===== src/rtl/snake_pkg.sv =====
// Shared direction/state encodings for the snake body engine.
package snake_pkg;

  typedef enum logic [1:0] {
    DIR_RIGHT = 2'b00,
    DIR_LEFT  = 2'b01,
    DIR_DOWN  = 2'b10,
    DIR_UP    = 2'b11
  } dir_t;

  typedef enum logic [1:0] {
    ST_IDLE  = 2'd0,
    ST_RUN   = 2'd1,
    ST_CHECK = 2'd2,
    ST_DEAD  = 2'd3
  } state_t;

  function automatic dir_t opposite(input dir_t d);
    case (d)
      DIR_RIGHT: opposite = DIR_LEFT;
      DIR_LEFT:  opposite = DIR_RIGHT;
      DIR_DOWN:  opposite = DIR_UP;
      default:   opposite = DIR_DOWN;
    endcase
  endfunction

endpackage


===== src/rtl/snake_dir_filter.sv =====
// Pending/committed direction registers; requests reversing the committed
// direction are dropped, the last accepted request before a commit wins.
module snake_dir_filter
  import snake_pkg::*;
(
  input  logic       clk,
  input  logic       i_rst,
  input  logic       i_init,
  input  logic       i_en,
  input  logic       i_dir_valid,
  input  logic [1:0] i_dir_req,
  input  logic       i_commit,
  output logic [1:0] o_pending,
  output logic [1:0] o_direction
);

  dir_t r_pending;
  dir_t r_direction;
  logic w_accept;

  assign w_accept = i_en && i_dir_valid && (dir_t'(i_dir_req) != opposite(r_direction));

  always_ff @(posedge clk) begin
    if (i_rst || i_init) begin
      r_pending   <= DIR_RIGHT;
      r_direction <= DIR_RIGHT;
    end else begin
      if (w_accept) r_pending <= dir_t'(i_dir_req);
      if (i_commit) r_direction <= r_pending;
    end
  end

  assign o_pending   = r_pending;
  assign o_direction = r_direction;

endmodule


===== src/rtl/snake_body_engine.sv =====
// Snake body shift register with direction filter, growth on food and
// serial self-collision check (one segment compare per cycle).
module snake_body_engine
  import snake_pkg::*;
#(
  parameter int X_MAX     = 160,
  parameter int Y_MAX     = 120,
  parameter int STEP      = 4,
  parameter int XW        = 8,
  parameter int YW        = 7,
  parameter int MAX_LEN   = 16,
  parameter int INIT_LEN  = 3,
  parameter int WRAP_MODE = 1
) (
  input  logic                           CLOCK_50,
  input  logic                           reset,
  input  logic                           start,
  input  logic                           tick,
  input  logic                           dir_valid,
  input  logic [1:0]                     dir_req,
  input  logic [XW-1:0]                  food_x,
  input  logic [YW-1:0]                  food_y,
  input  logic [$clog2(MAX_LEN)-1:0]     rd_idx,
  output logic [XW-1:0]                  rd_x,
  output logic [YW-1:0]                  rd_y,
  output logic                           rd_live,
  output logic [XW-1:0]                  head_x,
  output logic [YW-1:0]                  head_y,
  output logic [1:0]                     direction,
  output logic [$clog2(MAX_LEN+1)-1:0]   length,
  output logic [1:0]                     state,
  output logic                           move_done,
  output logic                           ate,
  output logic                           dead
);

  localparam int IW = $clog2(MAX_LEN);
  localparam int LW = $clog2(MAX_LEN + 1);
  localparam logic [XW-1:0] XLAST = XW'(X_MAX - STEP);
  localparam logic [YW-1:0] YLAST = YW'(Y_MAX - STEP);
  localparam logic [XW-1:0] XSTEP = XW'(STEP);
  localparam logic [YW-1:0] YSTEP = YW'(STEP);
  localparam logic [YW-1:0] Y0    = YW'(((Y_MAX / 2) / STEP) * STEP);

  state_t          r_state;
  state_t          w_state_nx;
  logic [XW-1:0]   r_seg_x [MAX_LEN];
  logic [YW-1:0]   r_seg_y [MAX_LEN];
  logic [LW-1:0]   r_len;
  logic [LW-1:0]   r_idx;
  logic [XW-1:0]   r_nx;
  logic [YW-1:0]   r_ny;
  logic            r_grow;
  logic            r_food_hit;
  logic            r_move_done;
  logic            r_ate;

  logic [1:0]      w_pending;
  logic [XW-1:0]   w_nx;
  logic [YW-1:0]   w_ny;
  logic            w_oob;
  logic            w_food;
  logic [LW-1:0]   w_lim;
  logic            w_hit;
  logic            w_last;
  logic            w_init;
  logic            w_launch;
  logic            w_commit_dir;
  logic            w_shift;

  snake_dir_filter u_dir (
    .clk         (CLOCK_50),
    .i_rst       (reset),
    .i_init      (w_init),
    .i_en        ((r_state == ST_RUN) || (r_state == ST_CHECK)),
    .i_dir_valid (dir_valid),
    .i_dir_req   (dir_req),
    .i_commit    (w_commit_dir),
    .o_pending   (w_pending),
    .o_direction (direction)
  );

  // Candidate head from the pending direction; w_oob flags an edge crossing
  // which is either wrapped or fatal depending on WRAP_MODE.
  always_comb begin
    w_nx  = r_seg_x[0];
    w_ny  = r_seg_y[0];
    w_oob = 1'b0;
    case (dir_t'(w_pending))
      DIR_RIGHT: if (r_seg_x[0] >= XLAST) begin w_nx = '0;    w_oob = 1'b1; end
                 else w_nx = r_seg_x[0] + XSTEP;
      DIR_LEFT:  if (r_seg_x[0] < XSTEP)  begin w_nx = XLAST; w_oob = 1'b1; end
                 else w_nx = r_seg_x[0] - XSTEP;
      DIR_DOWN:  if (r_seg_y[0] >= YLAST) begin w_ny = '0;    w_oob = 1'b1; end
                 else w_ny = r_seg_y[0] + YSTEP;
      default:   if (r_seg_y[0] < YSTEP)  begin w_ny = YLAST; w_oob = 1'b1; end
                 else w_ny = r_seg_y[0] - YSTEP;
    endcase
  end

  assign w_food = (w_nx == food_x) && (w_ny == food_y);
  assign w_lim  = r_grow ? r_len : r_len - LW'(1);
  assign w_hit  = (r_idx < w_lim) &&
                  (r_seg_x[r_idx[IW-1:0]] == r_nx) && (r_seg_y[r_idx[IW-1:0]] == r_ny);
  assign w_last = (r_idx + LW'(1)) >= w_lim;

  always_comb begin
    w_state_nx   = r_state;
    w_init       = 1'b0;
    w_launch     = 1'b0;
    w_commit_dir = 1'b0;
    w_shift      = 1'b0;
    case (r_state)
      ST_IDLE, ST_DEAD: begin
        if (start) begin
          w_init     = 1'b1;
          w_state_nx = ST_RUN;
        end
      end
      ST_RUN: begin
        if (tick) begin
          w_commit_dir = 1'b1;
          if (w_oob && (WRAP_MODE == 0)) begin
            w_state_nx = ST_DEAD;
          end else begin
            w_launch   = 1'b1;
            w_state_nx = ST_CHECK;
          end
        end
      end
      default: begin
        if (w_hit) begin
          w_state_nx = ST_DEAD;
        end else if (w_last) begin
          w_shift    = 1'b1;
          w_state_nx = ST_RUN;
        end
      end
    endcase
  end

  always_ff @(posedge CLOCK_50) begin
    if (reset) r_state <= ST_IDLE;
    else       r_state <= w_state_nx;
  end

  // Reset has priority over a commit landing on the same edge, so a move
  // interrupted in CHECK leaves no trace in the body or the pulses.
  always_ff @(posedge CLOCK_50) begin
    r_move_done <= 1'b0;
    r_ate       <= 1'b0;
    if (reset || w_init) begin
      r_len <= LW'(INIT_LEN);
      r_idx <= LW'(1);
      for (int unsigned i = 0; i < MAX_LEN; i++) begin
        if (i < INIT_LEN) r_seg_x[i] <= XW'((INIT_LEN - 1 - i) * STEP);
        else              r_seg_x[i] <= '0;
        r_seg_y[i] <= Y0;
      end
    end else if (w_launch) begin
      r_nx       <= w_nx;
      r_ny       <= w_ny;
      r_food_hit <= w_food;
      r_grow     <= w_food && (r_len < LW'(MAX_LEN));
      r_idx      <= LW'(1);
    end else if (w_shift) begin
      for (int unsigned i = 1; i < MAX_LEN; i++) begin
        r_seg_x[i] <= r_seg_x[i-1];
        r_seg_y[i] <= r_seg_y[i-1];
      end
      r_seg_x[0]  <= r_nx;
      r_seg_y[0]  <= r_ny;
      r_len       <= r_len + LW'(r_grow);
      r_move_done <= 1'b1;
      r_ate       <= r_food_hit;
    end else if (r_state == ST_CHECK) begin
      r_idx <= r_idx + LW'(1);
    end
  end

  assign rd_x      = r_seg_x[rd_idx];
  assign rd_y      = r_seg_y[rd_idx];
  assign rd_live   = LW'(rd_idx) < r_len;
  assign head_x    = r_seg_x[0];
  assign head_y    = r_seg_y[0];
  assign length    = r_len;
  assign state     = r_state;
  assign move_done = r_move_done;
  assign ate       = r_ate;
  assign dead      = (r_state == ST_DEAD);

endmodule

===== config.mk =====
export PLATFORM = sky130hd
export DESIGN_NAME = snake_body_engine
export DESIGN_NICKNAME = d
export VERILOG_FILES = /design/src/rtl/snake_pkg.sv /design/src/rtl/snake_dir_filter.sv /design/src/rtl/snake_body_engine.sv
export SDC_FILE = /design/constraint.sdc
export NUM_CORES = 1
export LEC_CHECK = 0
export ABC_CLOCK_PERIOD_IN_PS = 11800
export CORE_MARGIN = 8
export CORE_UTILIZATION = 50
export CTS_CLUSTER_DIAMETER = 60
export CTS_CLUSTER_SIZE = 30
export DETAILED_ROUTE_END_ITERATION = 6
export PLACE_DENSITY = 0.68
export SLEW_MARGIN = 20
export SYNTH_ARGS = -nofsm -noshare
export SYNTH_HDL_FRONTEND = slang
export SYNTH_HIERARCHICAL = 1
export SYNTH_SLANG_ARGS = --single-unit

===== constraint.sdc =====
create_clock -name CLOCK_50 -period 11.8 [get_ports CLOCK_50]
set_input_delay 2.36 -clock CLOCK_50 [delete_from_list [all_inputs] [get_ports CLOCK_50]]
set_output_delay 2.36 -clock CLOCK_50 [all_outputs]
set_load 0.1 [all_outputs]

Word-level counts from Yosys, hierarchy flattened
Memories as Yosys holds them, arrays and structs flattened. A register that Yosys moved wholly into a read port is not among the register bits.
Index checks and enable logic that the tools add are counted.
- register bits after elaboration: 35
- RAM bits: 240
- bits of input ports: 26
- output and inout bits: 43
- word-level logic and storage cells: 160
- memories kept: 2
- memory list (memory ; depth ; width ; read ports ; clocked after Yosys merged registers in ; write ports ; RTL line ; text):
    r_seg_x ; 16 ; 8 ; 17 ; 1 ; 16 ; snake_body_engine.sv:47 ; logic [XW-1:0] r_seg_x [MAX_LEN];
    r_seg_y ; 16 ; 7 ; 17 ; 1 ; 16 ; snake_body_engine.sv:48 ; logic [YW-1:0] r_seg_y [MAX_LEN];
- add/subtract/negate cells: 7
- order comparisons: 8
- equal/unequal tests: 14
- multiplexer cells: 62
- bitwise logic cells: 35
- reduce and logical (&&, ||, !) cells: 21
- operators by type and width (cell ; count):
    8-bit two-way mux ; 18
    7-bit two-way mux ; 18
    1-bit bitwise OR ; 32
    8-bit equality test ; 2
    4-bit two-way mux ; 4
    8-bit one-hot mux with 2 select lines ; 1
    7-bit equality test ; 2
    7-bit one-hot mux with 2 select lines ; 1
    1-bit two-way mux ; 13
    8-bit by 3-bit adder with 8-bit output (second input constant) ; 1
    2-bit equality test (second input constant) ; 4
    8-bit greater-or-equal comparator (second input constant) ; 1
    8-bit by 3-bit < comparator with 1-bit output (second input constant) ; 1
    2-bit two-way mux ; 4
    8-bit by 3-bit subtractor with 8-bit output (second input constant) ; 1
    7-bit by 3-bit adder with 7-bit output (second input constant) ; 1
    7-bit greater-or-equal comparator (second input constant) ; 1
    7-bit by 3-bit < comparator with 1-bit output (second input constant) ; 1
    7-bit by 3-bit subtractor with 7-bit output (second input constant) ; 1
    2-bit by 1-bit equality test with 1-bit output (second input constant) ; 3
    1-bit logical AND ; 6
    2-bit logical NOT ; 3
    2-bit one-hot mux with 3 select lines ; 1
    2-bit AND reduction ; 3
    other kinds (17) ; 24

Depth between registers and ports, before layout
- depth in word-level cells: 12
- mapped depth: 14
- gate-level depth less buffers: 12

Modules after synthesis
The synthesis kept the hierarchy.
- by module, submodules not included (module ; instances ; cells an instance ; area an instance (µm²) ; seq. area each (µm²)):
    snake_body_engine ; 1 ; 1247 ; 15577.4 ; 7176.9
    snake_dir_filter ; 1 ; 19 ; 178.9 ; 80.1

Least setup slack after synthesis
OpenSTA, ideal clock, no wires.
- kind: input to output
- from: in rd_idx[0]
- to: out rd_live
- data arrival time: 5384 ps
- data required time: 9440 ps
- path slack: 4056 ps
- stages on the path: 7
- buffers on the path: 2
- cells stage by stage: clkbuf_1 buf_1 o21ai_0 nand2b_1 a21oi_1 nor2b_1 o21ai_0
- word-level cells in the longest chain between the ends: 1
- RTL lines (what ; RTL line ; text):
    from (decl) ; snake_body_engine.sv:23 ; input logic [$clog2(MAX_LEN)-1:0] rd_idx,
    4-bit by 5-bit < comparator with 1-bit output ; snake_body_engine.sv:183 ; assign rd_live = LW'(rd_idx) < r_len;
    to (decl) ; snake_body_engine.sv:26 ; output logic rd_live,
Every way passes these cells.

Worst setup path after layout
- from: in rd_idx[0]
- to: out rd_x[3]
- word-level cells in the longest chain between the ends: 1
- RTL lines (what ; RTL line ; text):
    memory read 16 x 8 bit ; - ;
    to (decl) ; snake_body_engine.sv:24 ; output logic [XW-1:0] rd_x,
Every way passes these cells.

==> impl_metrics.toml <==
[clock_network]
tritoncts = "yes"
post_cts_resize_count = 0
cts_sinks = 279
root_buffer = "clkbuf_16"
clock_path_buffers = 3
htreeDepth = 1
cts_buffers = 26
post-cts-setup-buffers = 0
insertion_delay_ns = 0.55
clk_pin_slew_ns = 0.07
hold_buffers = 0

[route]
wirelength_mm = 38.9
ant_nets = 0
remaining_drc_errors = 0
via_per_inst = 6.33
firstDrtPassIters = 5
dr.first_iter.drc_count = 908
vias = 10750
wl_per_cell_um = 22.9

[timing]
clock.fmax_ghz = 0.125
setup_violations = 0
slew_headroom = 0.262
hold_viol = 0
fin_setup_tns_ns = 0
grt_setup_unrepaired = "false"
skew_ns = 0.0181
finalCritPeriodShare = 0.677
setup_ws_ns = 3.81
period_needed_ns = 7.99
hold_slack_ns = 0.473
maxSlewViolCount = 0
worst_pin_slew_ns = 1.11

[placement]
placed_area_mm2 = 0.0165
place_ws_ns = 3.76
io_buffers = 68
finalWeightedCongestion = 0.846
dpl.hpwl_mm = 25.7

[final_layout]
fin_nets = 1326
multi_input_area_mm2 = 0.00783
antennaDiodeCount = 0
regArea_mm2 = 0.00726
drive_gt1_frac = 0.171
synthToLayoutAreaGrowth_pct = 10.5
final.fill_count = 2593
final_area_mm2 = 0.0174

[run_status]
status = "finished, final reports clean"

[critical_path]
cp_data_required_time_ns = 9.44
critPathCaptureType = "output pin"
worst-path-max-fanout = 48
cp-startpoint = "rd_idx[0]"
worst-r2r-cell-count = 10
crit_end = "rd_x[3]"
crit_type = "input port to output pin"
start_kind = "input port"
r2r-end = "r_seg_x[0][4]"
cp.arrival_ns = 5.63
ff2ff_setup_slack_ns = 5.42

[power]
p_int_mw = 1.92
ir_drop_mv = 0.106
netSwitchingPower_mw = 1.05
p_per_area_mw_per_mm2 = 170
seqPwrFrac = 0.433
power_mw = 2.97
leakage_nw = 6.54
clockPowerShare = 0.298
swShare = 0.353
pwr-share-comb = 0.269

[die]
dieArea_mm2 = 0.0375
die_h_um = 194
num_rows = 65
initial_core_util = 0.503
io_pins = 69
coreArea_mm2 = 0.0313
die_w_um = 194

[global_routing]
grt_antenna_before_repair = 0
grt_usage = 0.202
grt_max_degree = 103
grt_pass1_wl_mm = 61.8
grt.overflow.total = 0
grt_pass1_vias = 10599

[yosys]
syn-instance-count = 1266
ys_async_sr_fraction = 0
synth_top_area_cell = "edfxtp_1"
synth.most_common_cell = "edfxtp_1"
synth_nets = 1316
ys_ff_latch = 279
synth_area_mm2 = 0.0158
synth.top_cell.area_share = 0.318
netlist_top_cells_count = "edfxtp_1, mux2i_1, mux4_2"
synth_cell_types = 71
seq_area_frac_synth = 0.461
yosysWarningCount = 6
ys.flop_type = "edfxtp_1"
avgSynthCellArea_um2 = 12.4
synth_edf_count = 167
synth_area_leaders = "edfxtp_1, mux4_2, dfxtp_1, mux2i_1, and3_1"

[flow_run]
cap_violations = 0

[min_path]
hp-class = "flop to flop"
## layout by cell type, fill, tap and decap left out, types with 7 or more instances in the layout
master and count:
and3_1 113, nand2b_1 7, nor2_1 51, nand3_1 24, or3_1 40, a21oi_1 24, nand2_1 106, nand4_1 8
a22oi_1 13, nor3_1 12, buf_4 18, o21ai_0 17, mux2i_1 144, dfxtp_1 109, clkdlybuf4s50_1 66, mux4_2 116
inv_1 29, a22o_1 7, edfxtp_1 167, mux2_2 21, xnor2_1 18, o22ai_1 7, clkbuf_16 27, ha_1 24
xor2_1 17
## worst min path at each step
stage	from	endpoint	slack (ns)	depth (start not counted)
floorplan	r_seg_x[15][7]	r_seg_x[15][7]	0.44	2
global placement	r_seg_x[15][2]	r_seg_x[15][2]	0.46	2
detailed placement	r_seg_x[15][2]	r_seg_x[15][2]	0.47	2
CTS	r_seg_x[15][2]	r_seg_x[15][2]	0.48	2
global route	r_seg_x[15][5]	r_seg_x[15][5]	0.50	2
finish	r_seg_x[15][2]	r_seg_x[15][2]	0.47	2
## sequential cells by signal, summed over array words and instances (netlist names), named ones only
signal / cells
u_dir/o_pending: 2
r_seg_x: 128
r_nx: 8
r_food_hit: 1
state: 2
ate: 1
r_idx: 5
r_grow: 1
r_ny: 7
u_dir/o_direction: 2
move_done: 1
length: 5
r_seg_y: 112
## stage by stage
step,utilization,cells
after floorplan,-,1266
after global placement,0.528,1650
after detailed placement,0.528,1650
after CTS,0.556,1698
after global routing,0.556,1698
final,0.556,1698
## area by class of cell
| cell class | instances | share of cell area |
|---|---|---|
| Clock buffer | 32 | 0.0399 |
| Clock inverter | 16 | 0.0114 |
| Multi-Input combinational cell | 852 | 0.450 |
| Sequential cell | 279 | 0.417 |
| Tap cell | 402 | 0.0289 |
| Timing Repair Buffer | 85 | 0.0460 |
| Inverter | 32 | 0.00690 |
## cells by family (layout without fill, tap and decap cells)
| group | Yosys count | count (layout) | synth area share |
|---|---|---|---|
| buf+inv | 135 | 165 | 0.0441 |
| fa+ha+maj | 25 | 25 | 0.0197 |
| compound gates | 116 | 116 | 0.0530 |
| simple gates | 395 | 395 | 0.131 |
| flops | 279 | 279 | 0.461 |
| mux | 281 | 281 | 0.272 |
| xor+xnor | 35 | 35 | 0.0195 |
## per-layer routing
layer / track usage / vias to the layer above / share of wire
met5: 0 / - / 0
met4: 0.0587 / 0 / 0.028
met3: 0.0234 / 66 / 0.046
met2: 0.340 / 342 / 0.49
met1: 0.274 / 5461 / 0.44
li1: - / 4881 / -
## critical path: stages
cell and delay, ns:
buf_4 0.26, buf_4 0.76, mux4_2 0.61, mux4_2 0.53, clkdlybuf4s50_1 1.00
## power by group through the flow
stage | clock network, mW | registers, mW | logic, mW
final | 0.884 | 1.29 | 0.799
after global routing | 0.935 | 1.30 | 0.850
after CTS | 0.900 | 1.28 | 0.803
after detailed placement | 0 | 1.30 | 0.801
after global placement | 0 | 1.30 | 0.789
after floorplan | 0 | 1.36 | 0.545
No activity file was read; power rests on OpenSTA's default activity.
==> patch, RTL diff (same settings) <==
Change the parameter `XW` from 8 to 7.
--- a/src/rtl/snake_body_engine.sv
+++ b/src/rtl/snake_body_engine.sv
@@ -8,3 +8,3 @@
   parameter int STEP      = 4,
-  parameter int XW        = 8,
+  parameter int XW        = 7,
   parameter int YW        = 7,
Interface: changed (resized food_x, head_x and rd_x); port bits go from 69 to 66. The function was not compared with the original's and may differ.
==> patch against the unedited design <==
Area after synthesis fell by 10%; synthesized cell count fell by 17%; power fell by 18%; cell area fell by 9.4%; worst hold slack improved by 29 ps; sequential cell count fell by 17; worst setup slack improved by 140 ps; wire length fell by 18%.
==> patch: results (changes against the unedited design) <==
run_status:
  status: "completed"
global_route:
  grt_max_degree: 111  # +7.8%
  grt_pass1_vias: 9083  # -14%
  grt_pass1_wl_um: 51340  # -17%
  track_usage_pct: 18.99  # -1.3 points
power:
  p_leak_nw: 5.313  # -19%
  max-vdd-ir-drop_v: 0.0001443  # +36%
  switching_share_pct: 32.16  # -3.2 points
setup_path:
  r2r_end: "r_seg_y[12][3]"
  cp.arrival_ps: 5490  # -140 ps
  r2r_cells: 12  # +2
  rrSetupSlack_ps: 5930  # +510 ps
  crit_start: "rd_idx[0]"
  crit_fanout: 32  # -33%
  cp_slowest_cell: "clkdlybuf4s50_1"
  crit_end: "rd_x[1]"
  path_delay_family: "buffers and inverters"
cts:
  htreeDepth: 1  # unchanged
  ctsResizeCount: 0  # unchanged
  cts_setup_buffers: 0  # unchanged
  path_clk_slew_ps: 90  # +20 ps
  cts-buffers-inserted: 23  # -12%
  root_buffer: "clkbuf_16"
  clkLatencyLatePin_ps: 540
  cts_max_path_buffers: 3  # unchanged
timing:
  tightest_slew_ps: 1028  # -79.62 ps
  fin_skew_ps: 29.22  # +11.09 ps
  post-route-min-period_ps: 7850  # -141.3 ps
route:
  firstDrtPassIters: 5  # unchanged
  drt_first_iter_violations: 687  # -24%
  wl_per_cell_um: 21.67  # -5.4%
  vias_per_cell: 6.132  # -3.1%
  drc_errors: 0  # unchanged
synthesis:
  avgSynthCellArea_um2: 13.52  # +8.6%
  synth_nets: 1099  # -16%
  synth_edf_count: 156  # -6.6%
  synth_xor_area_share_pct: 2.285  # +0.34 points
  synth-compound-area-share_pct: 9.537  # +4.2 points
  ys_seq_area_share_pct: 47.99  # +1.9 points
  synth_mux_area_share_pct: 22.21  # -5.0 points
  synth_common_cells: "edfxtp_1 (156), mux4_2 (120), dfxtp_1 (106)"
  synth_cell_types: 68  # -4.2%
  yosys-top-cells-area: "edfxtp_1 (33%), mux4_2 (19%), dfxtp_1 (15%)"
  yosysTopAreaCell: "edfxtp_1"
  synth_fa_ha_area_share_pct: 2.347  # +0.38 points
placement:
  dp_hpwl_um: 20670  # -20%
  dp_worst_setup_slack_ps: 3878  # +117.8 ps
  placed_area_um2: 14970  # -9.4%
  portBuffers: 65  # -4.4%
  place.gp.congestion: 0.8136  # -3.8%
  place_inst: 1428  # -13%
cells_and_area:
  drive_gt1_share_pct: 18.13  # +1.1 points
  top_regs: "r_seg_x x112, r_seg_y x112"
  diodes: 0  # unchanged
  fin_cells: 1470  # -13%
hold_path:
  min_path_cells: 1  # -1
## patch: cell types whose count changed in the layout (fill, tap and decap cells not counted), moves of 34 or more
cell      before  now
a22o_1         7   61
nand2b_1       7   41
and3_1       113    6
mux2i_1      144   38
nand2_1      106   32
or3_1         40    2
and2_1         5  101
## patch: worst min-delay path by stage
| stage | start | endpoint | slack, ps |
|---|---|---|---|
| 6_report | r_seg_y[15][2] | r_seg_y[15][2] | 500 |
| 5_1_grt | r_seg_y[15][5] | r_seg_y[15][5] | 520 |
| 4_1_cts | r_seg_y[15][2] | r_seg_y[15][2] | 500 |
| 3_5_place_dp | r_seg_y[15][2] | r_seg_y[15][2] | 480 |
| 3_3_place_gp | r_seg_y[15][2] | r_seg_y[15][2] | 470 |
| 2_1_floorplan | r_food_hit | ate | 420 |
## patch: power by group through the flow
stage                     sequential [mW]  clock [mW]  combinational (mW)
after global placement               1.16           0               0.485
after detailed placement             1.16           0               0.490
after CTS                            1.14       0.821               0.493
after floorplan                      1.19           0               0.328
final                                1.14       0.802               0.488
after global routing                 1.15       0.854               0.525
## patch: cell families after synthesis
kind of cell / after synthesis
AND/OR/NAND/NOR: 281
flip-flops: 262
AO/OA/AOI/OAI: 173
multiplexers: 164
buffers and inverters: 105
XOR/XNOR: 37
adder cells (fa/ha/maj): 27
## patch: layout make-up
class	instances	area [um2]
Clock inverter	17	216.5
Tap cell	378	473.0
Timing Repair Buffer	79	748.2
Sequential cell	262	6812
Inverter	27	108.9
Multi-Input combinational cell	682	6825
Clock buffer	25	583.1
Fill cell	2302	12090
## patch: layer usage
metal	routed length, um	up-vias	global-route usage, %	share of wire [%]
li1	-	4135	-	-
met1	14480	4630	26.37	45
met2	15010	191	30.27	47
met3	1420	58	2.855	4.5
met4	946	0	6.260	3.0
met5	0	-	0	0
